[config.mk]
export PLATFORM = sky130hd
export DESIGN_NAME = muldiv_unit
export DESIGN_NICKNAME = d
export VERILOG_FILES = /design/src/rtl/muldiv_pkg.sv /design/src/rtl/muldiv_iter.sv /design/src/rtl/muldiv_unit.sv
export SDC_FILE = /design/constraint.sdc
export NUM_CORES = 1
export LEC_CHECK = 0
export BUFFER_PORTS_ARGS = -buffer_cell sky130_fd_sc_hd__buf_2
export CORE_MARGIN = 2
export CORE_UTILIZATION = 45
export DETAILED_ROUTE_END_ITERATION = 7
export GPL_TIMING_DRIVEN = 1
export PLACE_DENSITY_LB_ADDON = 0.15
export RECOVER_POWER = 100
export SLEW_MARGIN = 10
export SYNTH_ARGS = -nofsm -noshare
export SYNTH_HDL_FRONTEND = slang
export SYNTH_HIERARCHICAL = 1
export SYNTH_SLANG_ARGS = --single-unit
[constraint.sdc]
create_clock -name clk_i -period 7.85 [get_ports clk_i]
set_clock_uncertainty 0.1 [all_clocks]
set_input_delay 1.57 -clock clk_i [delete_from_list [all_inputs] [get_ports clk_i]]
set_output_delay 1.57 -clock clk_i [all_outputs]
set_load 0.02 [all_outputs]
[src/rtl/muldiv_pkg.sv]
// muldiv_pkg: shared definitions for the iterative multiply/divide unit.
//   DATA_W   - operand / result width
//   ITER_CNT - iterations per operation (one bit per cycle)
//   op_e     - operation encoding on op_i
//   state_e  - control FSM states
package muldiv_pkg;

  localparam int DATA_W   = 32;
  localparam int ITER_CNT = 32;
  localparam int CNT_W    = 6;

  typedef enum logic [1:0] {
    OP_MUL  = 2'b00,
    OP_MULH = 2'b01,
    OP_DIV  = 2'b10,
    OP_REM  = 2'b11
  } op_e;

  typedef enum logic [1:0] {
    ST_IDLE = 2'b00,
    ST_BUSY = 2'b01,
    ST_DONE = 2'b10
  } state_e;

  // Divide-class ops share the restoring-divide datapath.
  function automatic logic is_div_op(input op_e op);
    return op[1];
  endfunction

endpackage

[src/rtl/muldiv_iter.sv]
// muldiv_iter: one combinational iteration of the multiply/divide datapath.
//   div_mode - 0: shift-add multiply step, 1: restoring-divide step
//   acc      - working register; multiply {product_hi, multiplier_remaining},
//              divide {partial_remainder, dividend/quotient bits}
//   opnd     - multiplicand magnitude (multiply) or divisor magnitude (divide)
//   acc_nxt  - working register after this step
module muldiv_iter
  import muldiv_pkg::*;
(
  input  logic                  div_mode,
  input  logic [2*DATA_W-1:0]   acc,
  input  logic [DATA_W-1:0]     opnd,
  output logic [2*DATA_W-1:0]   acc_nxt
);

  logic [DATA_W:0] sum;
  logic [DATA_W:0] shifted;
  logic [DATA_W:0] trial;

  always_comb begin
    sum     = '0;
    shifted = '0;
    trial   = '0;
    acc_nxt = acc;
    if (!div_mode) begin
      // Add multiplicand into the high half when the current multiplier bit
      // is set, then shift the whole register right; the carry lands in bit 63.
      sum     = {1'b0, acc[2*DATA_W-1:DATA_W]} + (acc[0] ? {1'b0, opnd} : {(DATA_W+1){1'b0}});
      acc_nxt = {sum, acc[DATA_W-1:1]};
    end else begin
      // Bring the next dividend bit into the remainder and trial-subtract.
      // The 33-bit difference stays within +/-2^32, so bit 32 is its sign.
      shifted = acc[2*DATA_W-1:DATA_W-1];
      trial   = shifted - {1'b0, opnd};
      if (!trial[DATA_W])
        acc_nxt = {trial[DATA_W-1:0], acc[DATA_W-2:0], 1'b1};
      else
        acc_nxt = {shifted[DATA_W-1:0], acc[DATA_W-2:0], 1'b0};
    end
  end

endmodule

[src/rtl/muldiv_unit.sv]
// muldiv_unit: 32-cycle iterative signed multiply / divide for the EX stage.
//   clk_i, rst_n_i      - clock, asynchronous active-low reset
//   start_i, op_i       - launch request and operation (MUL/MULH/DIV/REM)
//   data1_i, data2_i    - operands A and B, sampled only when accepted
//   flush_i             - abort an in-flight operation
//   stall_o             - hold the front of the pipeline while working
//   done_o, result_o    - one-cycle completion pulse and held result
module muldiv_unit
  import muldiv_pkg::*;
(
  input  logic              clk_i,
  input  logic              rst_n_i,
  input  logic              start_i,
  input  logic [1:0]        op_i,
  input  logic [DATA_W-1:0] data1_i,
  input  logic [DATA_W-1:0] data2_i,
  input  logic              flush_i,
  output logic              stall_o,
  output logic              done_o,
  output logic [DATA_W-1:0] result_o
);

  state_e                state;
  op_e                   op_q;
  logic [DATA_W-1:0]     mag_a;
  logic [DATA_W-1:0]     mag_b;
  logic                  neg_a;
  logic                  neg_b;
  logic [CNT_W-1:0]      cnt;
  logic [2*DATA_W-1:0]   acc;
  logic [2*DATA_W-1:0]   acc_nxt;

  function automatic logic [DATA_W-1:0] abs_val(input logic signed [DATA_W-1:0] v);
    return v[DATA_W-1] ? (~v + 1'b1) : v;
  endfunction

  // Apply operand signs to the unsigned datapath result and select the field.
  function automatic logic [DATA_W-1:0] fix_result(input op_e op,
                                                   input logic [2*DATA_W-1:0] raw,
                                                   input logic sa, input logic sb,
                                                   input logic b_zero);
    logic signed [2*DATA_W-1:0] prod;
    logic [DATA_W-1:0]          quo;
    logic [DATA_W-1:0]          rem;
    logic [DATA_W-1:0]          res;
    prod = (sa ^ sb) ? -$signed(raw) : $signed(raw);
    quo  = (sa ^ sb) ? -raw[DATA_W-1:0] : raw[DATA_W-1:0];
    // Remainder takes the dividend's sign; a zero divisor leaves |A| here,
    // so REM by zero naturally returns A.
    rem  = sa ? -raw[2*DATA_W-1:DATA_W] : raw[2*DATA_W-1:DATA_W];
    case (op)
      OP_MUL:  res = prod[DATA_W-1:0];
      OP_MULH: res = prod[2*DATA_W-1:DATA_W];
      OP_DIV:  res = b_zero ? {DATA_W{1'b1}} : quo;
      default: res = rem;
    endcase
    return res;
  endfunction

  muldiv_iter u_iter (
    .div_mode (is_div_op(op_q)),
    .acc      (acc),
    .opnd     (is_div_op(op_q) ? mag_b : mag_a),
    .acc_nxt  (acc_nxt)
  );

  // Stall must rise in the accepting cycle itself, so it is decoded from the
  // live request; reset masks it so a held start_i has no effect.
  assign stall_o = rst_n_i &&
                   (((state == ST_IDLE) && start_i && !flush_i) || (state == ST_BUSY));

  always_ff @(posedge clk_i or negedge rst_n_i) begin
    if (!rst_n_i) begin
      state    <= ST_IDLE;
      op_q     <= OP_MUL;
      mag_a    <= '0;
      mag_b    <= '0;
      neg_a    <= 1'b0;
      neg_b    <= 1'b0;
      cnt      <= '0;
      acc      <= '0;
      done_o   <= 1'b0;
      result_o <= '0;
    end else begin
      case (state)
        // Accept: capture op, magnitudes and signs; seed the working register.
        ST_IDLE: begin
          done_o <= 1'b0;
          if (start_i && !flush_i) begin
            op_q  <= op_e'(op_i);
            mag_a <= abs_val(data1_i);
            mag_b <= abs_val(data2_i);
            neg_a <= data1_i[DATA_W-1];
            neg_b <= data2_i[DATA_W-1];
            cnt   <= '0;
            acc   <= op_i[1] ? {{DATA_W{1'b0}}, abs_val(data1_i)}
                             : {{DATA_W{1'b0}}, abs_val(data2_i)};
            state <= ST_BUSY;
          end
        end
        // Iterate: one bit per cycle; the last step feeds the sign fix-up.
        ST_BUSY: begin
          if (flush_i) begin
            state <= ST_IDLE;
          end else begin
            acc <= acc_nxt;
            cnt <= cnt + 1'b1;
            if (cnt == CNT_W'(ITER_CNT - 1)) begin
              result_o <= fix_result(op_q, acc_nxt, neg_a, neg_b, mag_b == '0);
              done_o   <= 1'b1;
              state    <= ST_DONE;
            end
          end
        end
        // Complete: single-cycle pulse; start_i and flush_i still belong to
        // the finishing instruction and are ignored.
        ST_DONE: begin
          done_o <= 1'b0;
          state  <= ST_IDLE;
        end
        default: state <= ST_IDLE;
      endcase
    end
  end

endmodule

==> results.py <==
metrics = {
    "drt": {
        "detail_route.drc_violations": 0,
        "route.detailed.vias_per_inst": 6.22,
        "detailroute.via_count": 15300,
        "dr.pass1.iters": 5,
        "drtIter0Drc": 1527,
        "detail-route-antenna-nets": 0,
        "wl_per_cell_um": 22.9,
        "wirelength_um": 56300,
    },
    "floorplanning": {
        "initial_core_utilization_pct": 45.6,
        "die_boundary_width_um": 191,
        "row_count": 68,
        "dieArea_um2": 36400,
        "core_region_area_um2": 34500,
        "die_height_um": 191,
        "top_level_ports": 104,
    },
    "synth": {
        "synth_top_flop_cell": "sky130_fd_sc_hd__dfrtp_1",
        "yosys.area_share.xor_xnor_pct": 10.8,
        "synth_instances": 1956,
        "post_synthesis_compound_gate_area_fraction_pct": 24.4,
        "synth.yosys.seq_area_share_pct": 27.5,
        "synthTopCellsByArea": "sky130_fd_sc_hd__dfrtp_1 (28%), sky130_fd_sc_hd__xor2_1 (6.0%), sky130_fd_sc_hd__ha_1 (5.5%), sky130_fd_sc_hd__nand2_1 (5.0%), sky130_fd_sc_hd__xnor2_1 (4.7%)",
        "synth_top_family_by_area": "compound AO/OA/AOI/OAI gates",
        "adder_cell_share_of_the_synthesized_area_pct": 5.75,
        "multiplexer_share_of_the_synthesized_area_pct": 7.13,
        "yosys_register_bits": 173,
        "synth_top_cell_area_share_pct": 27.5,
        "synthDominantAreaCellType": "sky130_fd_sc_hd__dfrtp_1",
        "mappedNetlistNets": 2097,
        "synthesized_area_divided_by_synthesized_cell_count_um2": 8.03,
        "synthArstFlopShare_pct": 100,
        "synth_warnings": 6,
        "synth_edf_count": 0,
        "synth_simple_gate_area_share_pct": 19.8,
        "synth_cell_type_count": 85,
        "post_synth_instance_area_um2": 15700,
    },
    "pwr": {
        "post-layout-total-power_uw": 6690,
        "cellPowerDensity_nw_per_um2": 391,
        "cellLeakagePower_uw": 0.00752,
        "ir_drop_uv": 231,
    },
    "clock_tree": {
        "cts.path.max_buffers": 2,
        "post_cts_resized": 0,
        "cts_num_sinks": 173,
        "post-cts-setup-buffer-count": 0,
        "cts.clk_slew.worst_paths_ns": 0.07,
        "ctsHtreeMaxLevel": 4,
        "clk-insertion-delay-late_ns": 0.46,
        "postCtsHoldBufs": 0,
        "clk_root_buffer_cell": "sky130_fd_sc_hd__clkbuf_16",
        "num_cts_buffers": 17,
        "clock_tree_from_tritoncts": "built",
    },
    "cells_and_area": {
        "fillerInstances": 3378,
        "final_layout_size_suffix_gt1_share_pct": 10.3,
        "area_growth_pct": 8.92,
        "final_area_um2": 17100,
        "post_layout_nonfiller_instances": 2455,
        "num-nets-final": 2128,
        "n_antenna_cell": 0,
    },
    "grt": {
        "first_global_vias": 14300,
        "grt_pass1_wl_um": 86500,
        "grt_usage_pct": 31.2,
        "global_route.overflow_total": 0,
        "grt_max_degree": 106,
        "antenna_found_initial": 1,
    },
    "timing": {
        "final_period_demand_of_the_worst_path_ns": 7.25,
        "worst-slew-pin-transition_ns": 3.85,
        "final.period_utilization_pct": 92.3,
        "grt_setup_unrepaired": "no",
        "maxClockFrequency_ghz": 0.138,
        "slew_viol_final": 464,
        "report.final.hold_viol_count": 0,
        "fin_hold_ws_ns": 0.366,
        "fin_tns_setup_ns": 0,
        "slew_headroom_pct": -157,
        "number_of_failing_setup_endpoints_in_the_final_timing_report": 0,
    },
    "worst_setup_path": {
        "critPathLaunchType": "flip-flop",
        "setup.reg_to_reg.worst_slack_ns": 0.60,
        "critical_path_required_ns": 8.09,
        "length_in_cells_of_the_worst_reg_to_reg_path": 19,
        "timing.rr.start": "op_q[1]",
        "crit-reg2reg-capture": "result_o[1]",
        "crit_path_max_fanout": 48,
        "timing.critical_path.arrival_ns": 7.49,
        "path_class": "reg2reg",
        "crit_path_end_kind": "flip-flop",
    },
    "placed_design": {
        "placement.cell_area_um2": 16600,
        "routabilityCongestion": 0.983,
        "dpl.cell_count": 2423,
        "buffer_ports.inserted": 103,
        "dpl.hpwl_um": 43100,
    },
    "run": {
        "drv_cap": 9,
    },
    "run_status": {
        "status": "finished, violations left",
        "violations": "capacitance limit, slew limit",
    },
    "hold_path": {
        "hold_critical_path_endpoint": "mag_a[31]",
        "min_path_cells": 2,
        "hold_class": "reg2reg",
        "hp-start": "mag_a[31]",
    },
}
[stage by stage]
step | util, % | setup slack, ns
after global routing | 49.7 | 0.177
after detailed placement | 48.3 | 1.05
after floorplan | - | 1.38
after CTS | 50.1 | 1.01
final | 49.7 | 0.604
after global placement | 48.3 | 1.16
[how the worst max path moves through the flow]
stage                  from            to  slack (ns)  cells past startpoint
floorplan           op_q[1]  result_o[31]        1.38                     27
detailed placement  op_q[1]  result_o[30]        1.05                     21
CTS                 op_q[1]  result_o[30]        1.01                     21
global route        op_q[1]  result_o[21]        0.18                     19
finish              op_q[1]   result_o[1]        0.60                     19
global placement    op_q[1]  result_o[30]        1.16                     21
[area by class of cell]
class                      instances  area, um^2  share of cell area (%)
clock buffer                      19         443                    2.59
inverter                          63         236                    1.38
timing repair buffer             139         696                    4.06
clock inverter                    13         176                    1.03
tap                              455         569                    3.33
multi-input combinational       1593       10700                    62.3
sequential                       173        4330                    25.3
[cell families after synthesis]
group | count (synthesis)
buffers and inverters | 190
xor gates and xnor gates | 193
adders and majority gates | 71
AOI/OAI and AO/OA | 584
DFF | 173
muxes | 104
and+or+nand+nor | 641
[synthesized netlist by cell type, drive strengths merged, types with 31 or more instances]
library cell  instances
nand2               211
dfrtp               173
o21ai               157
a21oi               146
nor2                146
xor2                108
clkbuf              105
xnor2                85
ha                   69
mux2                 63
inv                  61
mux2i                41
nor3                 41
and2                 35
nand3                35
o31ai                32
a22o                 31
[cells in the final DEF (no fill, tap or decap), types with 16 or more instances in the layout]
| cell type | Yosys | routed |
|---|---|---|
| sky130_fd_sc_hd__nor4_1 | 20 | 20 |
| sky130_fd_sc_hd__ha_1 | 69 | 69 |
| sky130_fd_sc_hd__nand2b_1 | 21 | 21 |
| sky130_fd_sc_hd__nand4_1 | 16 | 16 |
| sky130_fd_sc_hd__xnor2_1 | 85 | 84 |
| sky130_fd_sc_hd__mux2i_1 | 41 | 41 |
| sky130_fd_sc_hd__a22o_1 | 31 | 31 |
| sky130_fd_sc_hd__or4_1 | 24 | 24 |
| sky130_fd_sc_hd__and2_1 | 35 | 35 |
| sky130_fd_sc_hd__nor3_1 | 40 | 41 |
| sky130_fd_sc_hd__buf_4 | 0 | 24 |
| sky130_fd_sc_hd__or3_1 | 28 | 29 |
| sky130_fd_sc_hd__o21ai_1 | 36 | 20 |
| sky130_fd_sc_hd__clkbuf_1 | 105 | 49 |
| sky130_fd_sc_hd__a21oi_1 | 145 | 145 |
| sky130_fd_sc_hd__clkbuf_16 | 0 | 17 |
| sky130_fd_sc_hd__nor2b_1 | 20 | 19 |
| sky130_fd_sc_hd__a31oi_1 | 29 | 29 |
| sky130_fd_sc_hd__xor2_1 | 108 | 107 |
| sky130_fd_sc_hd__a221oi_1 | 17 | 17 |
| sky130_fd_sc_hd__o221ai_1 | 22 | 22 |
| sky130_fd_sc_hd__buf_2 | 6 | 66 |
| sky130_fd_sc_hd__dfrtp_1 | 173 | 172 |
| sky130_fd_sc_hd__mux2_2 | 63 | 62 |
| sky130_fd_sc_hd__o41ai_1 | 20 | 22 |
| sky130_fd_sc_hd__nor2_1 | 146 | 144 |
| sky130_fd_sc_hd__o31ai_1 | 32 | 32 |
| sky130_fd_sc_hd__nand2_1 | 211 | 211 |
| sky130_fd_sc_hd__inv_1 | 60 | 60 |
| sky130_fd_sc_hd__o21ai_0 | 120 | 136 |
| sky130_fd_sc_hd__a21o_1 | 24 | 24 |
| sky130_fd_sc_hd__nand3_1 | 35 | 35 |
[sequential cells by signal (all words and copies together), names as in the netlist]
register,count
acc,64
cnt,6
done_o,1
mag_a,32
mag_b,32
neg_a,1
neg_b,1
op_q,2
result_o,32
state,2
[power by group]
part / switching [uW] / total, uW / internal (uW)
Combinational: 2740 / 4430 / 1680
Sequential: 240 / 1330 / 1090
Clock: 418 / 937 / 519
[routing by layer]
metal	part of all wire [%]	up-vias	GRT usage (%)
met2	44	579	47.6
li1	-	7211	-
met4	4.4	0	14.0
met5	0	-	0
met3	5.4	112	3.59
met1	46	7356	44.3
[critical path: stages (launching register included)]
cell and delay (ns):
sky130_fd_sc_hd__dfrtp_4 0.81, sky130_fd_sc_hd__mux2_1 0.42, sky130_fd_sc_hd__ha_1 0.23, sky130_fd_sc_hd__fa_1 0.41, sky130_fd_sc_hd__nand2b_1 0.19, sky130_fd_sc_hd__a21o_1 0.18, sky130_fd_sc_hd__a211oi_1 0.24, sky130_fd_sc_hd__a31oi_1 0.20
sky130_fd_sc_hd__o21ai_0 0.22, sky130_fd_sc_hd__a21oi_1 0.11, sky130_fd_sc_hd__a31oi_1 0.22, sky130_fd_sc_hd__xnor2_1 0.23, sky130_fd_sc_hd__a21oi_1 0.25, sky130_fd_sc_hd__or4_1 0.60, sky130_fd_sc_hd__or4_1 0.77, sky130_fd_sc_hd__nor3_1 1.25
sky130_fd_sc_hd__nor3_1 0.08, sky130_fd_sc_hd__a31oi_1 0.24, sky130_fd_sc_hd__o211ai_1 0.16, sky130_fd_sc_hd__o21a_1 0.22
(Power assumes the default switching activity.)
